$ cat src/rtl/hazard_match_gen_pkg.sv
// Shared types for the hazard-match producer: register address, per-stage control bundle, Match bit positions.
// Latency: n/a (types and one pure function).
// Backpressure: n/a.
package hazard_pkg;

    localparam int RA_W_DEF  = 4;
    localparam int CNT_W_DEF = 16;
    localparam int MATCH_W   = 5;

    localparam int MATCH_12D_E = 4;
    localparam int MATCH_1E_M  = 3;
    localparam int MATCH_2E_M  = 2;
    localparam int MATCH_1E_W  = 1;
    localparam int MATCH_2E_W  = 0;

    typedef logic [RA_W_DEF-1:0] reg_addr_t;

    typedef struct packed {
        logic      valid;
        logic      RegWrite;
        logic      MemtoReg;
        logic      PCSrc;
        reg_addr_t WA3;
    } pipe_ctl_t;

    // A failed condition turns the E instruction into a no-op for write purposes as it enters M.
    function automatic pipe_ctl_t qualify_cond(pipe_ctl_t c, logic cond);
        pipe_ctl_t q;
        q          = c;
        q.RegWrite = c.RegWrite & cond & c.valid;
        q.PCSrc    = c.PCSrc & cond & c.valid;
        return q;
    endfunction

endpackage

$ cat src/rtl/hazard_match_gen_if.sv
// Decode-side inputs, hazard-unit controls and match outputs between the pipeline and the hazard unit.
// Latency: n/a (wires only).
// Backpressure: none; hazard unit reacts through FlushE/StallD.
interface hazard_match_gen_if #(
    parameter int RA_W = 4
) ();
    logic [RA_W-1:0] RA1D;
    logic [RA_W-1:0] RA2D;
    logic [RA_W-1:0] WA3D;
    logic            RegWriteD;
    logic            MemtoRegD;
    logic            PCSrcD;
    logic            CondExE;
    logic            FlushE;
    logic            StallD;
    logic [4:0]      Match;
    logic            RegWriteM;
    logic            RegWriteW;
    logic            MemtoRegE;
    logic            PCSrcW;
    logic            PCWrPendingF;

    modport master (
        output RA1D, RA2D, WA3D, RegWriteD, MemtoRegD, PCSrcD, CondExE, FlushE, StallD,
        input  Match, RegWriteM, RegWriteW, MemtoRegE, PCSrcW, PCWrPendingF
    );

    modport slave (
        input  RA1D, RA2D, WA3D, RegWriteD, MemtoRegD, PCSrcD, CondExE, FlushE, StallD,
        output Match, RegWriteM, RegWriteW, MemtoRegE, PCSrcW, PCWrPendingF
    );
endinterface

$ cat src/rtl/hazard_match_gen_sat_counter.sv
// Saturating event counter with synchronous clear.
// Latency: count visible the cycle after the enabling event.
// Backpressure: none; sticks at all-ones.
module sat_counter #(
    parameter int CNT_W = 16
) (
    input  logic             clk,
    input  logic             clr,
    input  logic             en,
    output logic [CNT_W-1:0] cnt
);
    always_ff @(posedge clk) begin
        if (clr) begin
            cnt <= '0;
        end else if (en && (cnt != '1)) begin
            cnt <= cnt + CNT_W'(1);
        end
    end
endmodule

$ cat src/rtl/hazard_match_gen.sv
// Carries D-stage register addresses/controls through E/M/W and derives Match and write-qualifier flags for the hazard unit.
// Latency: Match[3:0] one cycle after D inputs; Match[4]/PCWrPendingF same cycle. Optional perf counters: HAZARD_PERF_CNT_EN.
// Backpressure: none; every stage advances every cycle, FlushE only bubbles E.
module hazard_match_gen
    import hazard_pkg::*;
#(
    parameter int RA_W  = RA_W_DEF,
    parameter int CNT_W = CNT_W_DEF
) (
    input  logic             clk,
    input  logic             reset,
    hazard_match_gen_if.slave hz,
    output logic [CNT_W-1:0] ldr_stall_cnt,
    output logic [CNT_W-1:0] flush_e_cnt
);
    pipe_ctl_t       ctl_e, ctl_m, ctl_w;
    logic [RA_W-1:0] ra1e, ra2e;
    logic [MATCH_W-1:0] match_raw;
    logic            pc_pending_raw;

    always_ff @(posedge clk) begin
        if (reset) begin
            ctl_e <= '0;
            ctl_m <= '0;
            ctl_w <= '0;
            ra1e  <= '0;
            ra2e  <= '0;
        end else begin
            if (hz.FlushE) begin
                ctl_e <= '0;
                ra1e  <= '0;
                ra2e  <= '0;
            end else begin
                ctl_e.valid    <= 1'b1;
                ctl_e.RegWrite <= hz.RegWriteD;
                ctl_e.MemtoReg <= hz.MemtoRegD;
                ctl_e.PCSrc    <= hz.PCSrcD;
                ctl_e.WA3      <= hz.WA3D;
                ra1e           <= hz.RA1D;
                ra2e           <= hz.RA2D;
            end
            ctl_m <= qualify_cond(ctl_e, hz.CondExE);
            ctl_w <= ctl_m;
        end
    end

    // Forwarding bits stay unqualified by RegWrite; the hazard unit ANDs RegWriteM/W itself.
    always_comb begin
        match_raw = '0;
        match_raw[MATCH_12D_E] = ctl_e.valid & ctl_e.RegWrite &
                                 ((hz.RA1D == ctl_e.WA3) | (hz.RA2D == ctl_e.WA3));
        match_raw[MATCH_1E_M]  = ctl_e.valid & ctl_m.valid & (ra1e == ctl_m.WA3);
        match_raw[MATCH_2E_M]  = ctl_e.valid & ctl_m.valid & (ra2e == ctl_m.WA3);
        match_raw[MATCH_1E_W]  = ctl_e.valid & ctl_w.valid & (ra1e == ctl_w.WA3);
        match_raw[MATCH_2E_W]  = ctl_e.valid & ctl_w.valid & (ra2e == ctl_w.WA3);
    end

    assign pc_pending_raw = (ctl_e.valid & ctl_e.PCSrc) | ctl_m.PCSrc;

    // Outputs are forced low during reset so the hazard unit never sees stale in-flight state.
    assign hz.Match        = reset ? '0 : match_raw;
    assign hz.RegWriteM    = ~reset & ctl_m.RegWrite;
    assign hz.RegWriteW    = ~reset & ctl_w.RegWrite;
    assign hz.MemtoRegE    = ~reset & ctl_e.MemtoReg;
    assign hz.PCSrcW       = ~reset & ctl_w.PCSrc;
    assign hz.PCWrPendingF = hz.PCSrcD | (~reset & pc_pending_raw);

`ifdef HAZARD_PERF_CNT_EN
    logic [CNT_W-1:0] stall_cnt_q, flush_cnt_q;
    logic             unused_ctl;

    sat_counter #(.CNT_W(CNT_W)) u_stall_cnt (
        .clk (clk),
        .clr (reset),
        .en  (hz.StallD),
        .cnt (stall_cnt_q)
    );

    sat_counter #(.CNT_W(CNT_W)) u_flush_cnt (
        .clk (clk),
        .clr (reset),
        .en  (hz.FlushE),
        .cnt (flush_cnt_q)
    );

    assign ldr_stall_cnt = reset ? '0 : stall_cnt_q;
    assign flush_e_cnt   = reset ? '0 : flush_cnt_q;
    assign unused_ctl    = ctl_m.MemtoReg ^ ctl_w.MemtoReg;
`else
    logic unused_ctl;
    assign ldr_stall_cnt = '0;
    assign flush_e_cnt   = '0;
    assign unused_ctl    = ctl_m.MemtoReg ^ ctl_w.MemtoReg ^ hz.StallD;
`endif

endmodule

$ cat src/flat_wrapper.sv
// flat-port wrapper written by rule: the top's interface ports become plain ports
module hazard_match_gen_flat import hazard_pkg::*;
#(
    parameter int RA_W  = RA_W_DEF,
    parameter int CNT_W = CNT_W_DEF
)
  (clk, reset, ldr_stall_cnt, flush_e_cnt, hz_RA1D, hz_RA2D, hz_WA3D, hz_RegWriteD, hz_MemtoRegD, hz_PCSrcD, hz_CondExE, hz_FlushE, hz_StallD, hz_Match, hz_RegWriteM, hz_RegWriteW, hz_MemtoRegE, hz_PCSrcW, hz_PCWrPendingF);
  hazard_match_gen_if #(.RA_W(RA_W)) hz_i ();
  input  logic clk;
  input  logic reset;
  output logic [CNT_W-1:0] ldr_stall_cnt;
  output logic [CNT_W-1:0] flush_e_cnt;
  input wire logic [$bits(hz_i.RA1D)-1:0] hz_RA1D;
  input wire logic [$bits(hz_i.RA2D)-1:0] hz_RA2D;
  input wire logic [$bits(hz_i.WA3D)-1:0] hz_WA3D;
  input wire logic [$bits(hz_i.RegWriteD)-1:0] hz_RegWriteD;
  input wire logic [$bits(hz_i.MemtoRegD)-1:0] hz_MemtoRegD;
  input wire logic [$bits(hz_i.PCSrcD)-1:0] hz_PCSrcD;
  input wire logic [$bits(hz_i.CondExE)-1:0] hz_CondExE;
  input wire logic [$bits(hz_i.FlushE)-1:0] hz_FlushE;
  input wire logic [$bits(hz_i.StallD)-1:0] hz_StallD;
  output wire logic [$bits(hz_i.Match)-1:0] hz_Match;
  output wire logic [$bits(hz_i.RegWriteM)-1:0] hz_RegWriteM;
  output wire logic [$bits(hz_i.RegWriteW)-1:0] hz_RegWriteW;
  output wire logic [$bits(hz_i.MemtoRegE)-1:0] hz_MemtoRegE;
  output wire logic [$bits(hz_i.PCSrcW)-1:0] hz_PCSrcW;
  output wire logic [$bits(hz_i.PCWrPendingF)-1:0] hz_PCWrPendingF;
  assign hz_i.RA1D = hz_RA1D;
  assign hz_i.RA2D = hz_RA2D;
  assign hz_i.WA3D = hz_WA3D;
  assign hz_i.RegWriteD = hz_RegWriteD;
  assign hz_i.MemtoRegD = hz_MemtoRegD;
  assign hz_i.PCSrcD = hz_PCSrcD;
  assign hz_i.CondExE = hz_CondExE;
  assign hz_i.FlushE = hz_FlushE;
  assign hz_i.StallD = hz_StallD;
  assign hz_Match = hz_i.Match;
  assign hz_RegWriteM = hz_i.RegWriteM;
  assign hz_RegWriteW = hz_i.RegWriteW;
  assign hz_MemtoRegE = hz_i.MemtoRegE;
  assign hz_PCSrcW = hz_i.PCSrcW;
  assign hz_PCWrPendingF = hz_i.PCWrPendingF;
  hazard_match_gen #(.RA_W(RA_W), .CNT_W(CNT_W)) u_core (.clk(clk), .reset(reset), .hz(hz_i), .ldr_stall_cnt(ldr_stall_cnt), .flush_e_cnt(flush_e_cnt));
endmodule
$ cat config.mk
export PLATFORM = sky130hd
export DESIGN_NAME = hazard_match_gen_flat
export DESIGN_NICKNAME = d
export VERILOG_FILES = /design/src/rtl/hazard_match_gen_pkg.sv /design/src/rtl/hazard_match_gen_if.sv /design/src/rtl/hazard_match_gen_sat_counter.sv /design/src/rtl/hazard_match_gen.sv /design/src/flat_wrapper.sv
export SDC_FILE = /design/constraint.sdc
export NUM_CORES = 1
export LEC_CHECK = 0
export ABC_AREA = 1
export CAP_MARGIN = 20
export CORE_MARGIN = 2
export CORE_UTILIZATION = 39
export DETAILED_ROUTE_END_ITERATION = 10
export HOLD_SLACK_MARGIN = 0.1
export PLACE_DENSITY = 0.76
export SLEW_MARGIN = 20
export SYNTH_ARGS = -nofsm -noshare
export SYNTH_HDL_FRONTEND = slang
export SYNTH_SLANG_ARGS = --single-unit
$ cat constraint.sdc
create_clock -name clk -period 0.8 [get_ports clk]
set_input_delay 0.08 -clock clk [delete_from_list [all_inputs] [get_ports clk]]
set_output_delay 0.08 -clock clk [all_outputs]
set_load 0.05 [all_outputs]
* Yosys cells after proc, flatten, opt, wreduce, memory -nomap -nowiden
Index checks and enable logic that the tools add are counted.
** Operators by class
- Eq/ne operators :: 6
- Reduce and logical (&&, ||, !) cells :: 1
- Bitwise operators :: 22
- Multiplexer cells :: 2
** Operators by type and width (count)
- equality test 4 bit :: 6
- bitwise AND 1 bit :: 18
- 2-to-1 mux 8 bit :: 1
- 2-to-1 mux 5 bit :: 1
- OR 1 bit :: 3
- OR reduction 2 bit :: 1
- inverter 1 bit :: 1
** Word-level totals
- Output and inout bits :: 42
- Flip-flop bits (word level) :: 30
- Word-level logic and storage cells :: 46
- Bits of input ports :: 20

* Logic depth before layout (Yosys ltp)
- Depth after elaboration :: 4
- Gate-level depth with buffers :: 6
- Depth with buffers taken out :: 6

* Worst setup path after synthesis
No wires, ideal clock.
- Kind :: register to output
- Start :: reg u_core.ctl_e[1] (netlist bit)
- End :: out hz_Match[4]
- Required time :: 0.720 ns
- Path buffers :: 0
- Data arrival time :: 1.393 ns
- Slack :: -0.673 ns
- Cell stages (with the launch flop) :: 7
- Path through :: dfxtp_1 -> inv_1 -> nand2_1 -> nand2_1 -> nor2_1 -> nand2_1 -> a21oi_1
** Between the ends
- Cells in the longest elaborated chain, start to end :: 4
- Elaborated cells on any way between the ends :: 5
- Classes of those cells :: eq/ne (2); mux (1); bitwise (2)
** Ends and longest elaborated chain
- from (decl) :: RTL line hazard_match_gen.sv:16 : pipe_ctl_t ctl_e, ctl_m, ctl_w;
- equality test 4 bit :: RTL line hazard_match_gen.sv:51 : ((hz.RA1D == ctl_e.WA3) | (hz.RA2D == ctl_e.WA3));
- OR 1 bit * :: RTL line hazard_match_gen.sv:51
- bitwise AND 1 bit * :: RTL line hazard_match_gen.sv:50 : match_raw[MATCH_12D_E] = ctl_e.valid & ctl_e.RegWrite &
- 2-to-1 mux 5 bit * :: RTL line hazard_match_gen.sv:61 : assign hz.Match = reset ? '0 : match_raw;
- to (decl) :: RTL line flat_wrapper.sv:22 : output wire logic [$bits(hz_i.Match)-1:0] hz_Match;
Mark *: on every way between the ends. The rest lies on a longest branch, timed or not.

* Worst setup path after layout
- Start :: reg u_core.ctl_e[7] (netlist bit)
- End :: out hz_Match[2]
** Between the ends
- Cells in the longest elaborated chain, start to end :: 3
** Ends and longest elaborated chain
- bitwise AND 1 bit (2 in series) :: RTL line hazard_match_gen.sv:53 : match_raw[MATCH_2E_M] = ctl_e.valid & ctl_m.valid & (ra2e == ctl_m.WA3);
- 2-to-1 mux 5 bit :: RTL line hazard_match_gen.sv:61
No other way between the ends.

==> results by group <==
Run status
  – Status: complete, but fails checks
  – Failing checks: setup timing

Setup path
  – CP arrival: between 1 and 1.5 ns
  – Crit path kind: reg -> out
  – Endpoint class of the critical path: output port
  – Max FO, Critical Path: 3
  – CP required: roughly 0.72 ns
  – Critical path launch point type: register

Clocking
  – CTS sink count: 30
  – H-tree Lvls: 2
  – Hold_buf cts: 0
  – TritonCTS clock tree: yes
  – CTS buffer count: 5
  – Clock tree buffer depth: 2
  – Clock transition at path regs: 0.06 ns
  – Worst-skew pair later-pin latency: 0.28 ns
  – Root buf cell: clkbuf_8

Timing
  – Period minus WS final: between 1 and 1.5 ns
  – Unrepaired setup endpoints after global routing: true
  – Worst setup margin: -0.576 ns
  – Finish-stage setup viols: 11
  – Fmax: 726 MHz
  – Clk_skew: 0.00417 ns
  – Period utilisation layout: 172%
  – Final hold viol count: 0
  – Final Max Slew Viols: 0

Drt
  – Residual DRC: 0
  – Antenna viol nets, final: 0
  – Via count: 1222
  – Final WL: 2.73 mm
  – DR WL/cell: roughly 8.7 µm
  – Iter 0 DRT Violations: 22
  – DR vias/cell: 3.89
  – Pre-antenna DRT Iters: 4

Synthesis
  – Yosys top cell area share: 39.2%
  – Yosys Warn Count: 0
  – Syn avg cell area: 7.26 µm²
  – Syn Std Cell Area: around 1500 µm²
  – #FFs+latches synth: 30
  – Ranking of synthesized cells by area: dfxtp_1 (39%), buf_4 (16%), nand2_1 (11%)
  – Dominant cell type by area after synthesis: dfxtp_1
  – Cells after Synth: 211
  – Cell variety after synth: 20
  – Seq/Total Area, Yosys: between 30% and 40%

Floorplanning
  – Die ar.: 4440 µm²
  – Initial Util: 41.2%
  – Core region area: 3720 µm²
  – Core Rows: 22
  – Die H: 66.7 µm
  – IO Pins: 62
  – Die X: 66.7 µm

Job
  – Max-Cap Viols: 0

Layout
  – Seq. cell area: roughly 620 µm²
  – Fill cell count: 305
  – Final core occ: 61.4%
  – Syn-to-layout area delta: 49.0%
  – Nets@finish: 285
  – Cell area after layout: 2280 µm²
  – Final non-filler cell total: 314
  – Layout cells sized above 1: 35.7%
  – Multi-input logic area: about 760 µm²
  – Diodes inserted: 0

Place
  – GP Congestion: 0.758
  – Area after DPL: 2010 µm²
  – IO Port Bufs: 28
  – DP HPWL: about 2 mm
  – Placed cells: approximately 300

Global route
  – Vias in the first global route: 1116
  – Largest net degree at the start of global routing: 16
  – Global-route wire length before repair: 4.40 mm
  – Tot GR Track Use: approximately 14%
  – GR Overflow Total: 0
  – Initial antenna violation count: 0

Power
  – VDD IR max: 1.29 mV
  – Pwr dens: roughly 1700 nW/µm²
  – Leakage dissipation: about 1.1 nW

Worst hold path
  – Worst min path class: in -> reg
-- synthesized netlist by cell type --
| library cell | instances |
|---|---|
| nand4_1 | 3 |
| dfxtp_1 | 30 |
| or2_2 | 3 |
| nand3_1 | 4 |
| a21oi_1 | 1 |
| nand3_2 | 1 |
| nand2_1 | 43 |
| buf_6 | 2 |
| xnor2_1 | 6 |
| buf_2 | 1 |
| nor2_1 | 37 |
| nand2_4 | 1 |
| nor2_4 | 3 |
| buf_4 | 32 |
| conb_1 | 1 |
| inv_6 | 1 |
| nor3_2 | 2 |
| inv_2 | 1 |
| xor2_1 | 2 |
| inv_1 | 37 |
-- cell type report --
class	count	area share [%]
clock buffer	5	3.02
clock inverter	3	1.75
inverter	39	6.96
multi-input combinational	138	33.4
sequential	30	27.4
tap	48	2.63
timing repair buffer	51	24.8
-- cells in the final DEF (no fill, tap or decap), types with 2 or more instances in the layout --
cell,n
dfxtp_2,16
dfxtp_1,13
clkinv_2,2
buf_4,19
nand3_2,2
buf_6,4
nand4_1,3
conb_1,32
xnor2_1,4
nand2_4,3
nor2_4,8
nor3_4,2
nor2_1,29
nand3_1,2
inv_1,28
clkbuf_8,5
inv_2,8
nor2_2,3
clkdlybuf4s50_1,17
nand2_1,40
inv_6,2
xor2_1,2
buf_12,10
or2_4,2
-- power breakdown --
| part | internal (mW) | switching, mW |
|---|---|---|
| logic | 0.243 | 0.539 |
| clock network | 0.915 | 0.578 |
| registers | 1.54 | 0.0388 |
| total | 2.70 | 1.16 |
-- flip-flops by register name (all words and copies together) (netlist names) --
signal and flops:
u_core.ra1e 4, u_core.ctl_e 8, u_core.ctl_m 7, u_core.ra2e 4
u_core.ctl_w 7
-- worst max-delay path: stages (launching register included) --
cell and delay (ns):
dfxtp_2 0.34, nand2_4 0.08, nor2_4 0.12, nand3_2 0.09
nor3_4 0.22, buf_12 0.17
-- final timing paths --
path | from | end | slack (ns) | cells after the start
max | u_core.ctl_e[7] | hz_Match[2] | -0.58 | 5
min | hz_WA3D[1] | u_core.ctl_e[1] | 0.30 | 3
max reg2reg | u_core.ctl_e[0] | u_core.ctl_m[0] | -0.08 | 5
min reg2reg | u_core.ctl_m[7] | u_core.ctl_w[7] | 0.46 | 2
-- layer usage --
layer / up-vias / global-route usage (%) / routed length (µm) / share of wire (%)
met5: - / 0 / 0 / 0
met1: 523 / 14.3 / 1100 / 40
met2: 42 / 23.5 / 1430 / 53
li1: 653 / - / - / -
met3: 4 / 5.24 / 167 / 6.1
met4: 0 / 6.12 / 29 / 1.1
-- what timing repair did --
action	CTS	global route
setup buffers	3	2
pin swaps	13	12
endpoints found under the setup margin	27	27
gates resized for setup	35	18
-- per-stage QoR --
stage	setup WS, ns	hold slack (ns)	setup TNS (ns)	power, mW
finish	-0.576	0.304	-3.84	3.86
global route	-0.649	0.311	-4.38	4.01
CTS	-0.599	0.298	-3.90	3.84
detailed placement	-0.582	0.433	-17.55	2.34
global placement	-0.564	0.428	-17.05	2.33
floorplan	-0.313	0.145	-2.40	2.27
-- cells by family (layout without fill, tap and decap cells) --
kind of cell / count (synthesis) / in the layout / synth area share (%)
and+or+nand+nor: 97 / 97 / 28.3
AOI/OAI and AO/OA: 1 / 1 / 0.326
DFF: 30 / 30 / 39.2
other: 1 / 32 / 0.245
buffers and inverters: 74 / 98 / 27.4
xor gates and xnor gates: 8 / 8 / 4.58
No activity file was read; power rests on OpenSTA's default activity.
